$ cat config.mk
export PLATFORM = sky130hd
export DESIGN_NAME = video_timing_ctrl
export DESIGN_NICKNAME = d
export VERILOG_FILES = /design/src/rtl/video_timing_ctrl.sv
export SDC_FILE = /design/constraint.sdc
export NUM_CORES = 1
export LEC_CHECK = 0
export CORE_MARGIN = 1.5
export CORE_UTILIZATION = 50
export CTS_CLUSTER_DIAMETER = 100
export DETAILED_ROUTE_END_ITERATION = 7
export GPL_ROUTABILITY_DRIVEN = 0
export PLACE_DENSITY_LB_ADDON = 0.08
export SLEW_MARGIN = 20
export SYNTH_ARGS = -nofsm -noshare
export SYNTH_HDL_FRONTEND = slang
export SYNTH_SLANG_ARGS = --single-unit
$ cat constraint.sdc
create_clock -name clk -period 5.4 [get_ports clk]
set_clock_uncertainty 0.2 [all_clocks]
set_input_delay 0.54 -clock clk [delete_from_list [all_inputs] [get_ports clk]]
set_output_delay 0.54 -clock clk [all_outputs]
set_load 0.02 [all_outputs]
$ cat src/rtl/video_timing_ctrl.sv
// -----------------------------------------------------------------------------
// video_timing_ctrl
//
// Raster timing generator. Free-running horizontal/vertical beam counters
// advance on pix_ce; registered sync/blank/border strobes are derived from the
// counter values one pix_ce cycle later. Timing comes from an "active" config
// set that is reloaded from a software-written "shadow" set only when the
// beam wraps to (0,0), so a frame is never drawn with mixed timing.
//
// Optional feature (compile-time macro VIDEO_TIMING_CTRL_LINE_IRQ_EN):
//   line-compare interrupt pulse on irq. Without the macro irq is tied low and
//   irq_line is ignored.
//
// Ports:
//   clk          sole clock
//   rst          synchronous active-high reset (overrides pix_ce and cfg_we)
//   pix_ce       pixel clock enable
//   cfg_we       shadow config write strobe
//   cfg_h        {h_sync_end, h_sync_start, h_bdr_end, h_disp}
//   cfg_v        {v_sync_end, v_sync_start, v_bdr_end, v_disp}
//   cfg_total    {v_total, h_total}
//   cfg_pol      {vsync_pol, hsync_pol}, 1 = active-high
//   irq_line     line-compare value (sampled live)
//   hsync, vsync, blank, border   registered timing strobes
//   hctr, vctr   current beam position
//   frame_start  one-clk pulse when the beam becomes (0,0)
//   irq          one-clk pulse when a line matching irq_line begins
// -----------------------------------------------------------------------------
module video_timing_ctrl #(
   parameter int unsigned HBITS = 12,
   parameter int unsigned VBITS = 12
) (
   input  logic                   clk,
   input  logic                   rst,
   input  logic                   pix_ce,
   input  logic                   cfg_we,
   input  logic [4*HBITS-1:0]     cfg_h,
   input  logic [4*VBITS-1:0]     cfg_v,
   input  logic [HBITS+VBITS-1:0] cfg_total,
   input  logic [1:0]             cfg_pol,
   input  logic [VBITS-1:0]       irq_line,
   output logic                   hsync,
   output logic                   vsync,
   output logic                   blank,
   output logic                   border,
   output logic [HBITS-1:0]       hctr,
   output logic [VBITS-1:0]       vctr,
   output logic                   frame_start,
   output logic                   irq
);

   // 640x480 reset timing
   localparam logic [4*HBITS-1:0] def_h =
      {HBITS'(752), HBITS'(656), HBITS'(648), HBITS'(640)};
   localparam logic [4*VBITS-1:0] def_v =
      {VBITS'(492), VBITS'(490), VBITS'(485), VBITS'(480)};
   localparam logic [HBITS+VBITS-1:0] def_total = {VBITS'(525), HBITS'(800)};
   localparam logic [1:0] def_pol = 2'b00;

   // ---------------------------------------------------------------------------
   // Config registers
   // ---------------------------------------------------------------------------
   logic [4*HBITS-1:0]     sh_h_q,     act_h_q;
   logic [4*VBITS-1:0]     sh_v_q,     act_v_q;
   logic [HBITS+VBITS-1:0] sh_total_q, act_total_q;
   logic [1:0]             sh_pol_q,   act_pol_q;

   // Active field decode
   logic [HBITS-1:0] h_disp, h_bdr_end, h_sync_start, h_sync_end, h_total;
   logic [VBITS-1:0] v_disp, v_bdr_end, v_sync_start, v_sync_end, v_total;

   assign h_disp       = act_h_q[0*HBITS +: HBITS];
   assign h_bdr_end    = act_h_q[1*HBITS +: HBITS];
   assign h_sync_start = act_h_q[2*HBITS +: HBITS];
   assign h_sync_end   = act_h_q[3*HBITS +: HBITS];
   assign h_total      = act_total_q[0 +: HBITS];

   assign v_disp       = act_v_q[0*VBITS +: VBITS];
   assign v_bdr_end    = act_v_q[1*VBITS +: VBITS];
   assign v_sync_start = act_v_q[2*VBITS +: VBITS];
   assign v_sync_end   = act_v_q[3*VBITS +: VBITS];
   assign v_total      = act_total_q[HBITS +: VBITS];

   // ---------------------------------------------------------------------------
   // Beam counters
   // ---------------------------------------------------------------------------
   logic [HBITS-1:0] hctr_q, hctr_d;
   logic [VBITS-1:0] vctr_q, vctr_d;
   logic [HBITS-1:0] h_last;
   logic [VBITS-1:0] v_last;
   logic             h_wrap, v_wrap, frame_wrap;

   // Totals below 2 are clamped to 2 so the counters always move.
   assign h_last = (h_total < HBITS'(2)) ? HBITS'(1) : h_total - HBITS'(1);
   assign v_last = (v_total < VBITS'(2)) ? VBITS'(1) : v_total - VBITS'(1);

   // Active timing only changes at (0,0), so the counters cannot overshoot;
   // >= still guarantees recovery if they ever did.
   assign h_wrap     = (hctr_q >= h_last);
   assign v_wrap     = (vctr_q >= v_last);
   assign frame_wrap = h_wrap && v_wrap;

   always_comb begin
      hctr_d = hctr_q + HBITS'(1);
      vctr_d = vctr_q;
      if (h_wrap) begin
         hctr_d = '0;
         vctr_d = v_wrap ? '0 : vctr_q + VBITS'(1);
      end
   end

   // ---------------------------------------------------------------------------
   // Timing strobes, decoded from the current (pre-increment) position
   // ---------------------------------------------------------------------------
   logic in_disp, in_bdr, in_hsync, in_vsync;
   logic hsync_d, vsync_d, blank_d, border_d;

   always_comb begin
      in_disp  = (hctr_q < h_disp) && (vctr_q < v_disp);
      in_bdr   = (hctr_q < h_bdr_end) && (vctr_q < v_bdr_end) && !in_disp;
      in_hsync = (hctr_q >= h_sync_start) && (hctr_q < h_sync_end);
      in_vsync = (vctr_q >= v_sync_start) && (vctr_q < v_sync_end);
      hsync_d  = in_hsync ? act_pol_q[0] : ~act_pol_q[0];
      vsync_d  = in_vsync ? act_pol_q[1] : ~act_pol_q[1];
      blank_d  = !in_disp;
      border_d = in_bdr;
   end

   logic hsync_q, vsync_q, blank_q, border_q, frame_start_q;

   always_ff @(posedge clk) begin
      if (rst) begin
         sh_h_q        <= def_h;
         sh_v_q        <= def_v;
         sh_total_q    <= def_total;
         sh_pol_q      <= def_pol;
         act_h_q       <= def_h;
         act_v_q       <= def_v;
         act_total_q   <= def_total;
         act_pol_q     <= def_pol;
         hctr_q        <= '0;
         vctr_q        <= '0;
         hsync_q       <= ~def_pol[0];
         vsync_q       <= ~def_pol[1];
         blank_q       <= 1'b1;
         border_q      <= 1'b0;
         frame_start_q <= 1'b0;
      end else begin
         frame_start_q <= 1'b0;
         if (cfg_we) begin
            sh_h_q     <= cfg_h;
            sh_v_q     <= cfg_v;
            sh_total_q <= cfg_total;
            sh_pol_q   <= cfg_pol;
         end
         if (pix_ce) begin
            hctr_q        <= hctr_d;
            vctr_q        <= vctr_d;
            hsync_q       <= hsync_d;
            vsync_q       <= vsync_d;
            blank_q       <= blank_d;
            border_q      <= border_d;
            frame_start_q <= frame_wrap;
            // Non-blocking semantics: a cfg_we on this same edge is not yet
            // visible, so the previous shadow contents are taken.
            if (frame_wrap) begin
               act_h_q     <= sh_h_q;
               act_v_q     <= sh_v_q;
               act_total_q <= sh_total_q;
               act_pol_q   <= sh_pol_q;
            end
         end
      end
   end

   // ---------------------------------------------------------------------------
   // Optional line-compare interrupt
   // ---------------------------------------------------------------------------
`ifdef VIDEO_TIMING_CTRL_LINE_IRQ_EN
   logic irq_q;

   always_ff @(posedge clk) begin
      if (rst) begin
         irq_q <= 1'b0;
      end else begin
         irq_q <= pix_ce && h_wrap && (vctr_d == irq_line);
      end
   end

   assign irq = irq_q;
`else
   logic unused_irq_line;
   assign unused_irq_line = ^irq_line;
   assign irq = 1'b0;
`endif

   assign hsync       = hsync_q;
   assign vsync       = vsync_q;
   assign blank       = blank_q;
   assign border      = border_q;
   assign hctr        = hctr_q;
   assign vctr        = vctr_q;
   assign frame_start = frame_start_q;

endmodule

Word-level counts from Yosys, hierarchy flattened
Cells that the tools add are included.
{ "word_totals": {"regBits": 273, "latchBits": 0, "ram_bits": 0, "romBits": 0, "in_bits": 138, "output_inout_bits": 30, "mem_count": 0} }
{ "classes": {"n_addsub": 4, "n_mul": 0, "n_div": 0, "n_lt_le_gt_ge": 12, "n_eq_ne": 0, "shift": 0, "n_mux": 6, "bitwise": 3, "reduce_logical": 10} }
{ "ops": {"columns": ["op", "n"], "rows": [
  ["$lt A12 B12 Y1", 6],
  ["$ge A12 B12 Y1", 4],
  ["$mux W12", 4],
  ["$add A12 B1 Y12 const B", 2],
  ["$lt A12 B2 Y1 const B", 2],
  ["$sub A12 B1 Y12 const B", 2],
  ["$logic_and A1 B1 Y1", 6],
  ["$reduce_and A2 Y1", 2],
  ["$not A1 Y1", 3],
  ["$mux W1", 2],
  ["$reduce_or A2 Y1", 1],
  ["$logic_not A1 Y1", 1]
]} }

Depth between registers and ports, before layout
Gate-level depths: netlist (run 1).
{ "logic_depth": {"ltp_word": 5, "ltp_mapped": 15, "mapped_depth_nobuf": 14} }

Worst setup path after synthesis (run 1)
No wires, ideal clock.
{ "synth_timing": {"path_kind": "register to register", "startpoint": "register act_total_q[2]", "endpoint": "register vctr_q[10] (netlist: vctr[10])", "setup_time_ns": 0.066, "arrival_ns": 3.604, "required_time_ns": 5.134, "slack_ns": 1.530, "stages_incl_launch_ff": 14, "period_less_slack_ns": 3.870, "path_cell_list": "dfxtp_1 nor4_1 or4b_2 clkbuf_1 nand2_1 ha_1 and3_4 nand3_1 or4_1 buf_2 and2_1 buf_6 or4_4 a21oi_2"} }
{ "synth_via": {"elab_chain_len": 4, "elab_cells_between_ends": 5} }
{ "synth_rtl": {"columns": ["item", "line_no", "source"], "rows": [
  ["from (decl)", "65", "logic [HBITS+VBITS-1:0] sh_total_q, act_total_q;"],
  ["from (signal assigned)", "139", "act_total_q <= def_total;"],
  ["from (signal assigned)", "169", "act_total_q <= sh_total_q;"],
  ["$sub A12 B1 Y12 or $lt A12 B2 Y1 (tied branches)", "94", "assign h_last = (h_total < HBITS'(2)) ? HBITS'(1) : h_total - HBITS'(1);"],
  ["$mux W12 *", "94", null],
  ["$ge A12 B12 Y1 *", "99", "assign h_wrap = (hctr_q >= h_last);"],
  ["$reduce_and A2 Y1 (no line) *", null, null],
  ["to (signal assigned)", "158", "vctr_q <= vctr_d;"],
  ["to (decl)", "88", "logic [VBITS-1:0] vctr_q, vctr_d;"]
]} }
Every way passes the cells marked *; elsewhere a longest branch is shown, timed or not.
A chain may end at the register's enable or synchronous reset.

Worst setup path after layout (run 1)
{ "layout_timing": {"startpoint": "register act_total_q[2]", "endpoint": "register act_h_q[2]"} }
{ "layout_via": {"elab_chain_len": 5, "elab_cells_between_ends": 6} }
{ "layout_rtl": {"columns": ["item", "line_no", "source"], "rows": [
  ["$sub A12 B1 Y12 or $lt A12 B2 Y1 (tied branches)", "94", null],
  ["$mux W12 *", "94", null],
  ["$ge A12 B12 Y1 *", "99", null],
  ["$logic_and A1 B1 Y1 *", "101", "assign frame_wrap = h_wrap && v_wrap;"],
  ["$reduce_and A2 Y1 (no line) *", null, null],
  ["to (signal assigned)", "137", "act_h_q <= def_h;"],
  ["to (signal assigned)", "167", "act_h_q <= sh_h_q;"],
  ["to (decl)", "63", "logic [4*HBITS-1:0] sh_h_q, act_h_q;"]
]} }
Marks and branches as above.

==> metrics.txt, run 1 <==
initial antenna violation count 0; Final HPWL DP 19900 um; Die ar. 25600 sq um; outcome completed; Storage cell area 5470 sq um; synthesized area 12300 sq um; adder-cell share of the synthesized area 0.120; CTS sink count 273; Filler cells 2068; CTS Buf Count 29; worst setup margin 0.926 ns; # rows 57; Sequential Power Share 0.455; Post-synth top cells 273 x dfxtp_1, 125 x mux2i_1, 124 x nor2_1; Clock power frac 0.484; share of the synthesized area in the top cell type 0.443; Startpoint Class register; RR Endpoint act_h_q[2]; clock-pin slew on the worst setup and hold paths 0.06 ns; Net Sw Frac 0.215; Syn Area/Cell 9.79 sq um; setup violators final 0; worst min path class register to register; NetSw 0.000995 W; Via-to-Cell Ratio 5.31; GRT Residual Overflow 0; Distinct cells, synth 60; Wirelength per Cell 16.9 um; post-synthesis mux area share 0.102; Final Hold Viols 0; # port buffers 154; multi-input logic area 6230 sq um; final wirelength 29500 um; critical path type register to register; antenna diode count 0; largest cells by area after synthesis dfxtp_1 44%, ha_1 12%, mux2i_1 10%, a22o_1 5.8%, nor2_1 3.8%; Relative slew margins 0.475; setup TNS 0 ns; endpoint type of the worst setup path register; Max Clk Rate 0.223 GHz; area leader, netlist dfxtp_1; largest net degree at the start of global routing 70; Synth Warn # 0; reg-to-reg slack, setup 0.93 ns; Gate power share 0.061; CP Launch Point act_total_q[2]; Synth Area in Compound Gates 0.147; # DRC 0; Longest Clk Path Bufs 3; starting density of the core 0.508; share of cells above drive strength 1 0.0529; FF+latch count, synth 273; CP Max Fanout 52; # IOs 168; number of synthesized flops with an enable pin 0; Power Density 305 nW/um^2; CTS Hold Bufs 0; Internal 0.00364 W; FF-to-FF path depth 12; Worst EP required 5.69 ns; critical path endpoint act_h_q[2]; WHS 0.262 ns; RSZ-0062 raised after global routing false; initial drt markers 546; First-pass DRT Iterations 6; Seq/Total Area, Yosys 0.443; Synth Net Count 1515; Syn Inst Count 1259; Critical R2R Launch act_total_q[2]; pre-CTS setup slack 0.927 ns; Arr. time, crit path 4.76 ns; Top FF cell, synth dfxtp_1; vias after detailed routing 9246; crit share post-route 0.829; Core Area 24200 sq um; Routed Antenna Nets 0; main combinational cell family by area after synthesis compound AO/OA/AOI/OAI gates; post-synthesis simple-gate area fraction 0.112; Clock Latency Late Sink 0.55 ns; xor and xnor area share after synthesis 0.0249; most common cell in the netlist dfxtp_1; area added between synthesis and finish 23.3%; fraction of registers with async set/reset 0; Lkg Pwr 6.74 nW; GR Util All Layers 0.230; Die Span X 160 um; CTS tree built; setup repair bufs after CTS 0; maximum capacitance violations 0; nets 1650; post-cts resize count 0; Root Driver clkbuf_16; H-tree levels 1; first-pass GRT wire length 47500 um; Max IR drop VDD 201 uV; Final Max Slew Viols 0; die height 160 um; vias in the first global route 8891; Final min period 4.47 ns; Worst Tran Pin Value 0.788 ns
-- cell usage in the layout (no fill, tap or decap), types with 11 or more instances in the layout --
cell type,synthesis,layout
a22o_1,82,82
o21ai_0,29,29
nor2_1,124,124
clkdlybuf4s50_1,0,152
buf_4,1,11
a21oi_1,36,36
nand2_1,97,97
nand3_1,16,16
nand4_1,12,12
xor2_1,18,18
inv_1,98,98
nor3_1,12,12
ha_1,118,118
xnor2_1,17,17
dfxtp_1,273,273
clkbuf_16,0,29
a2bb2oi_1,35,35
mux2i_1,125,125
-- power groups by stage --
stage	Clock (W)	Sequential, W	Combinational (W)
final	0.00224	0.00211	0.000281
after global routing	0.00237	0.00211	0.000307
after CTS	0.00228	0.00211	0.000284
after detailed placement	0	0.00215	0.000283
after global placement	0	0.00215	0.000279
after floorplan	0	0.00214	0.000147
-- registers in the layout, summed over array words and instances (netlist names) --
name / cells
sh_h_q: 48
hsync: 1
sh_total_q: 24
frame_start: 1
act_total_q: 24
blank: 1
sh_v_q: 48
act_v_q: 48
act_pol_q: 2
border: 1
sh_pol_q: 2
act_h_q: 48
hctr: 12
vctr: 12
vsync: 1
-- cell type report --
cell class                      count  share of cell area
Inverter                           99              0.0245
Clock buffer                       36              0.0541
Sequential cell                   273               0.360
Tap cell                          324              0.0267
Clock inverter                     18              0.0183
Multi-Input combinational cell    826               0.410
Timing Repair Buffer              165               0.107
-- logic make-up (layout without fill, tap and decap cells) --
kind of cell,Yosys count,in the layout
adders and majority gates,118,118
other,1,1
AOI/OAI and AO/OA,238,238
DFF,273,273
muxes,125,125
xor gates and xnor gates,35,35
and+or+nand+nor,309,309
buffers and inverters,160,318
-- worst min path at each step --
stage	startpoint	depth (start not counted)	endpoint	slack [ns]
floorplan	sh_total_q[14]	1	act_total_q[14]	0.24
global placement	sh_v_q[2]	1	act_v_q[2]	0.25
detailed placement	sh_total_q[21]	1	act_total_q[21]	0.25
CTS	act_v_q[43]	2	act_v_q[43]	0.26
global route	sh_h_q[40]	1	act_h_q[40]	0.28
finish	act_h_q[40]	2	act_h_q[40]	0.26
-- worst max-delay path: stages (launching register included) --
cell and delay, ns:
dfxtp_1 0.36, nor4_1 0.56, or4b_2 0.77, nand2_1 0.13
ha_1 0.12, and3_4 0.19, nand3_1 0.07, or4_1 0.68
a22oi_2 0.36, nand2_1 0.14, inv_2 0.07, buf_4 0.49
a22o_1 0.23
-- layer usage --
layer  vias up  routed length [um]  track usage
met2       186               13100        0.371
met1      4296               14600        0.327
met4         0                 617       0.0552
met5         -                   0            0
met3        46                1240       0.0288
li1       4718                   -            -
-- stage by stage --
step	cell area, sq um	total power [W]	std cells	utilization
floorplan	12300	0.00229	1259	-
global placement	14100	0.00243	1687	0.581
detailed placement	14100	0.00244	1687	0.581
CTS	15200	0.00467	1741	0.627
global route	15200	0.00479	1741	0.627
finish	15200	0.00464	1741	0.627
(Power assumes the default switching activity.)
==> run 2: changes to the inputs <==
==> constraint.sdc (replaced) <==
create_clock -name clk -period 4.47 [get_ports clk]
set_clock_uncertainty 0.2 [all_clocks]
set_input_delay 0.447 -clock clk [delete_from_list [all_inputs] [get_ports clk]]
set_output_delay 0.447 -clock clk [all_outputs]
set_load 0.02 [all_outputs]
==> metrics.txt, run 2 (synthesis gave the netlist of run 1 again) <==
outcome completed; Final Hold Viols 0; Worst EP required 4.76 ns; setup violators final 0; Relative slew margins 0.554; most frequent cells in the layout 273 x dfxtp_1, 152 x clkdlybuf4s50_1, 125 x mux2i_1; initial antenna violation count 0; worst-path cell chain nor4_1 -> nand2b_1 -> or4b_2 -> nand2_1 -> ha_1 -> and3_4 -> nand3_1 -> or4_1 -> a22oi_2 -> nand2_1 -> inv_2 -> buf_12 -> a22o_1; largest net degree at the start of global routing 76; die height 160 um; FF-to-FF path depth 13; Final HPWL DP 20500 um; Die Span X 160 um; # IOs 168; CTS Hold Bufs 1; Internal 0.00425 W; CP Max Fanout 58; # DRC 0; Sequential Power Share 0.468; vias after detailed routing 9276; critical path's slowest cell or4b_2; maximum capacitance violations 0; NetSw 0.00119 W; Max Clk Rate 0.238 GHz; endpoint type of the worst setup path register; first-pass GRT wire length 47500 um; Gate power share 0.065; Max IR drop VDD 366 uV; # rows 57; top cell family by delay on the critical path simple AND/OR/NAND/NOR gates; clock-pin slew on the worst setup and hold paths 0.06 ns; Critical R2R Launch act_total_q[6]; Final Max Slew Viols 0; vias in the first global route 8939; CP Launch Point act_total_q[6]; Net Sw Frac 0.219; critical path type register to register; antenna diode count 0; setup TNS 0 ns; RSZ-0062 raised after global routing false; critical path depth 13; WP buf/inv 2; critical path endpoint act_h_q[16]; area added between synthesis and finish 23.6%; Clock Latency Late Sink 0.55 ns; Lkg Pwr 6.76 nW; post-layout util 0.628; Final min period 4.21 ns; cell mode on critical path nand2_1; nets 1659; Filler cells 2068; CTS Buf Count 29; Power Density 357 nW/um^2; Die ar. 25600 sq um; Clock power frac 0.468; Wirelength per Cell 17.2 um; First-pass DRT Iterations 4; share of cells above drive strength 1 0.0568; RR Endpoint act_h_q[16]; GR Util All Layers 0.231; Routed Antenna Nets 0; H-tree levels 1; Core Area 24200 sq um; Arr. time, crit path 4.50 ns; GRT Residual Overflow 0; setup repair bufs after CTS 0; CTS sink count 273; crit share post-route 0.942; commonest non-fill, non-tap cell in the layout dfxtp_1; # port buffers 154; initial drt markers 479; Via-to-Cell Ratio 5.30; Startpoint Class register; reg-to-reg slack, setup 0.26 ns; post-cts resize count 0; Longest Clk Path Bufs 3; final wirelength 30100 um; Root Driver clkbuf_16; CTS tree built; worst min path class primary input to register; starting density of the core 0.508; Worst Tran Pin Value 0.669 ns; Critical Path Max Stage Delay 0.76 ns
## run 2: cell types whose count changed in the layout (fill, tap and decap cells not counted)
cell,change
buf_12,+4
buf_4,+4
bufinv_16,-1
clkbuf_1,+2
clkbuf_8,-6
clkinv_2,+5
clkinv_4,-1
clkinvlp_4,+1
dlygate4sd3_1,+1
## run 2: through the flow
stage,instances,worst slack [ns],total power [W],hold WS (ns),instance area [sq um]
floorplan,1259,0.600,0.00277,0.236,12300
global placement,1695,0.357,0.00294,0.247,14200
detailed placement,1695,0.301,0.00295,0.252,14200
CTS,1750,0.271,0.00549,0.245,15200
global route,1750,0.00491,0.00561,0.255,15200
finish,1750,0.261,0.00544,0.230,15200
## run 2: worst min-delay path by stage
| stage | start | slack [ns] | end | depth (start not counted) |
|---|---|---|---|---|
| finish | cfg_we | 0.23 | sh_v_q[40] | 3 |
| global route | cfg_we | 0.25 | sh_v_q[46] | 3 |
| CTS | cfg_we | 0.25 | sh_v_q[32] | 3 |
| detailed placement | sh_v_q[11] | 0.25 | act_v_q[11] | 1 |
| global placement | sh_v_q[28] | 0.25 | act_v_q[28] | 1 |
| floorplan | sh_total_q[14] | 0.24 | act_total_q[14] | 1 |
## run 2: layout make-up
type,count,area [sq um],share of cell area
Timing Repair Buffer,174,1740,0.114
Inverter,99,372,0.0244
Multi-Input combinational cell,826,6230,0.409
Sequential cell,273,5470,0.359
Tap cell,324,405,0.0266
Clock buffer,32,747,0.0490
Clock inverter,22,272,0.0178
## run 2: worst min-delay path, stage by stage
cell	delay, ns
buf_6	0.23
mux2i_1	0.18
nor2_1	0.07
## run 2: power groups by stage
stage	logic [W]	registers (W)	clock network, W
4_1_cts	0.000356	0.00254	0.00259
5_1_grt	0.000382	0.00255	0.00268
6_report	0.000351	0.00255	0.00255
2_1_floorplan	0.000177	0.00259	0
3_5_place_dp	0.000353	0.00260	0
3_3_place_gp	0.000347	0.00260	0
## run 2: layer usage
| metal | track usage | routed length, um | vias to the layer above |
|---|---|---|---|
| met5 | 0 | 0 | - |
| met4 | 0.0692 | 781 | 0 |
| met3 | 0.0299 | 1440 | 50 |
| met2 | 0.374 | 13400 | 215 |
| met1 | 0.322 | 14500 | 4287 |
| li1 | - | - | 4724 |
==> run 3: changes to the inputs <==
--- a/config.mk
+++ b/config.mk
@@ -5,12 +5,14 @@
 export SDC_FILE = /design/constraint.sdc
 export NUM_CORES = 1
 export LEC_CHECK = 0
+export ABC_CLOCK_PERIOD_IN_PS = 4470
 export CORE_MARGIN = 1.5
 export CORE_UTILIZATION = 50
 export CTS_CLUSTER_DIAMETER = 100
 export DETAILED_ROUTE_END_ITERATION = 7
 export GPL_ROUTABILITY_DRIVEN = 0
 export PLACE_DENSITY_LB_ADDON = 0.08
+export REMOVE_ABC_BUFFERS = 1
 export SLEW_MARGIN = 20
 export SYNTH_ARGS = -nofsm -noshare
 export SYNTH_HDL_FRONTEND = slang
==> metrics.txt, run 3 (synthesis gave the netlist of run 1 again) <==
Root Driver clkbuf_16; Worst Tran Pin Value 0.920 ns; Arr. time, crit path 4.48 ns; maximum capacitance violations 0; met1 Use GR 0.323; antenna diode count 0; Relative slew margins 0.371; Power Density 354 nW/um^2; share of cells above drive strength 1 0.0508; clock-pin slew on the worst setup and hold paths 0.06 ns; CP Max Fanout 21; Final HPWL DP 19500 um; Max IR drop VDD 215 uV; GRT Residual Overflow 0; outcome completed; initial drt markers 469; nets 1654; H-tree levels 1; Startpoint Class register; # port buffers 154; Hold Path Stages 2; CTS Buf Count 29; endpoint type of the worst setup path register; largest net degree at the start of global routing 72; first-pass GRT wire length 46100 um; Max Clk Rate 0.237 GHz; Final Max Slew Viols 0; CTS Hold Bufs 0; # rows 57; vias in the first global route 8831; Core Area 24200 sq um; critical path type register to register; commonest non-fill, non-tap cell in the layout dfxtp_1; setup violators final 0; grt met3 use 0.0348; Wirelength per Cell 16.5 um; setup TNS 0 ns; CTS sink count 273; FF-to-FF path depth 13; initial antenna violation count 0; vias after detailed routing 9366; Final min period 4.22 ns; GRT busiest layer met2; # DRC 0; reg-to-reg slack, setup 0.25 ns; die height 160 um; starting density of the core 0.508; # IOs 168; final wirelength 28700 um; worst hold start rst; Die ar. 25600 sq um; Die Span X 160 um; WHS 0.0501 ns; GR Util All Layers 0.221; worst min path class primary input to register; met2 Track Usage GR 0.344; CTS tree built; Longest Clk Path Bufs 3; crit share post-route 0.943; Clock Latency Late Sink 0.54 ns; Routed Antenna Nets 0; WHS Endpoint sh_total_q[16]; Worst EP required 4.74 ns; Lkg Pwr 6.73 nW; Via-to-Cell Ratio 5.38; First-pass DRT Iterations 5; most frequent cells in the layout 273 x dfxtp_1, 152 x clkdlybuf4s50_1, 125 x mux2i_1; Critical R2R Launch act_total_q[6]; area added between synthesis and finish 23.5%; RR Endpoint act_v_q[46]; Final Hold Viols 0
## run 3: worst max path at each step
stage	to	slack, ns	from	depth (start not counted)
final	act_v_q[46]	0.25	act_total_q[6]	13
after global routing	act_h_q[17]	-0.03	act_total_q[6]	13
after CTS	act_v_q[46]	0.11	act_total_q[2]	12
after detailed placement	act_total_q[17]	0.17	act_total_q[6]	13
after global placement	act_v_q[24]	0.25	act_total_q[2]	12
after floorplan	act_h_q[0]	-1.11	act_total_q[2]	10
## run 3: layout make-up
cell class              count  area, sq um
flip-flops and latches    273         5470
well taps                 324          405
clock buffers              43          858
clock inverters             8          143
repair buffers            169         1730
fillers                  2099         9030
inverters                  99          372
multi-input cells         826         6250
## run 3: repair_timing
action,CTS,global route
setup endpoints to repair,0,121
resized for setup,0,3
setup buffers,0,0
endpoints found under the hold margin,0,0
## run 3: per-layer routing
| layer | up-vias | share of wire |
|---|---|---|
| met5 | - | 0 |
| li1 | 4722 | - |
| met1 | 4417 | 0.50 |
| met4 | 0 | 0.020 |
| met2 | 189 | 0.43 |
| met3 | 38 | 0.050 |
## run 3: worst max-delay path, stage by stage, from the launching register on
cell and delay [ns]:
dfxtp_1 0.37, nor4_2 0.39, nand2b_1 0.11, or4b_2 0.76, nand2_1 0.14, ha_1 0.13
and3_4 0.19, nand3_1 0.07, or4_1 0.69, a22oi_2 0.33, nand2_1 0.16, inv_2 0.19
buf_6 0.25, a22o_1 0.16
## run 3: report_power, final
part | internal, W | switching, W | total (W)
logic | 0.000194 | 0.000152 | 0.000347
registers | 0.00250 | 0.0000442 | 0.00255
clock network | 0.00155 | 0.000943 | 0.00249
total | 0.00424 | 0.00114 | 0.00538
## run 3: per-stage QoR
stage / setup slack, ns / total power (W) / util / instances / cell area, sq um
floorplan: -1.11 / 0.00273 / - / 1198 / 12100
global placement: 0.250 / 0.00294 / 0.586 / 1691 / 14200
detailed placement: 0.174 / 0.00295 / 0.586 / 1691 / 14200
CTS: 0.113 / 0.00543 / 0.627 / 1742 / 15200
global route: -0.0306 / 0.00557 / 0.628 / 1742 / 15200
finish: 0.253 / 0.00538 / 0.628 / 1742 / 15200
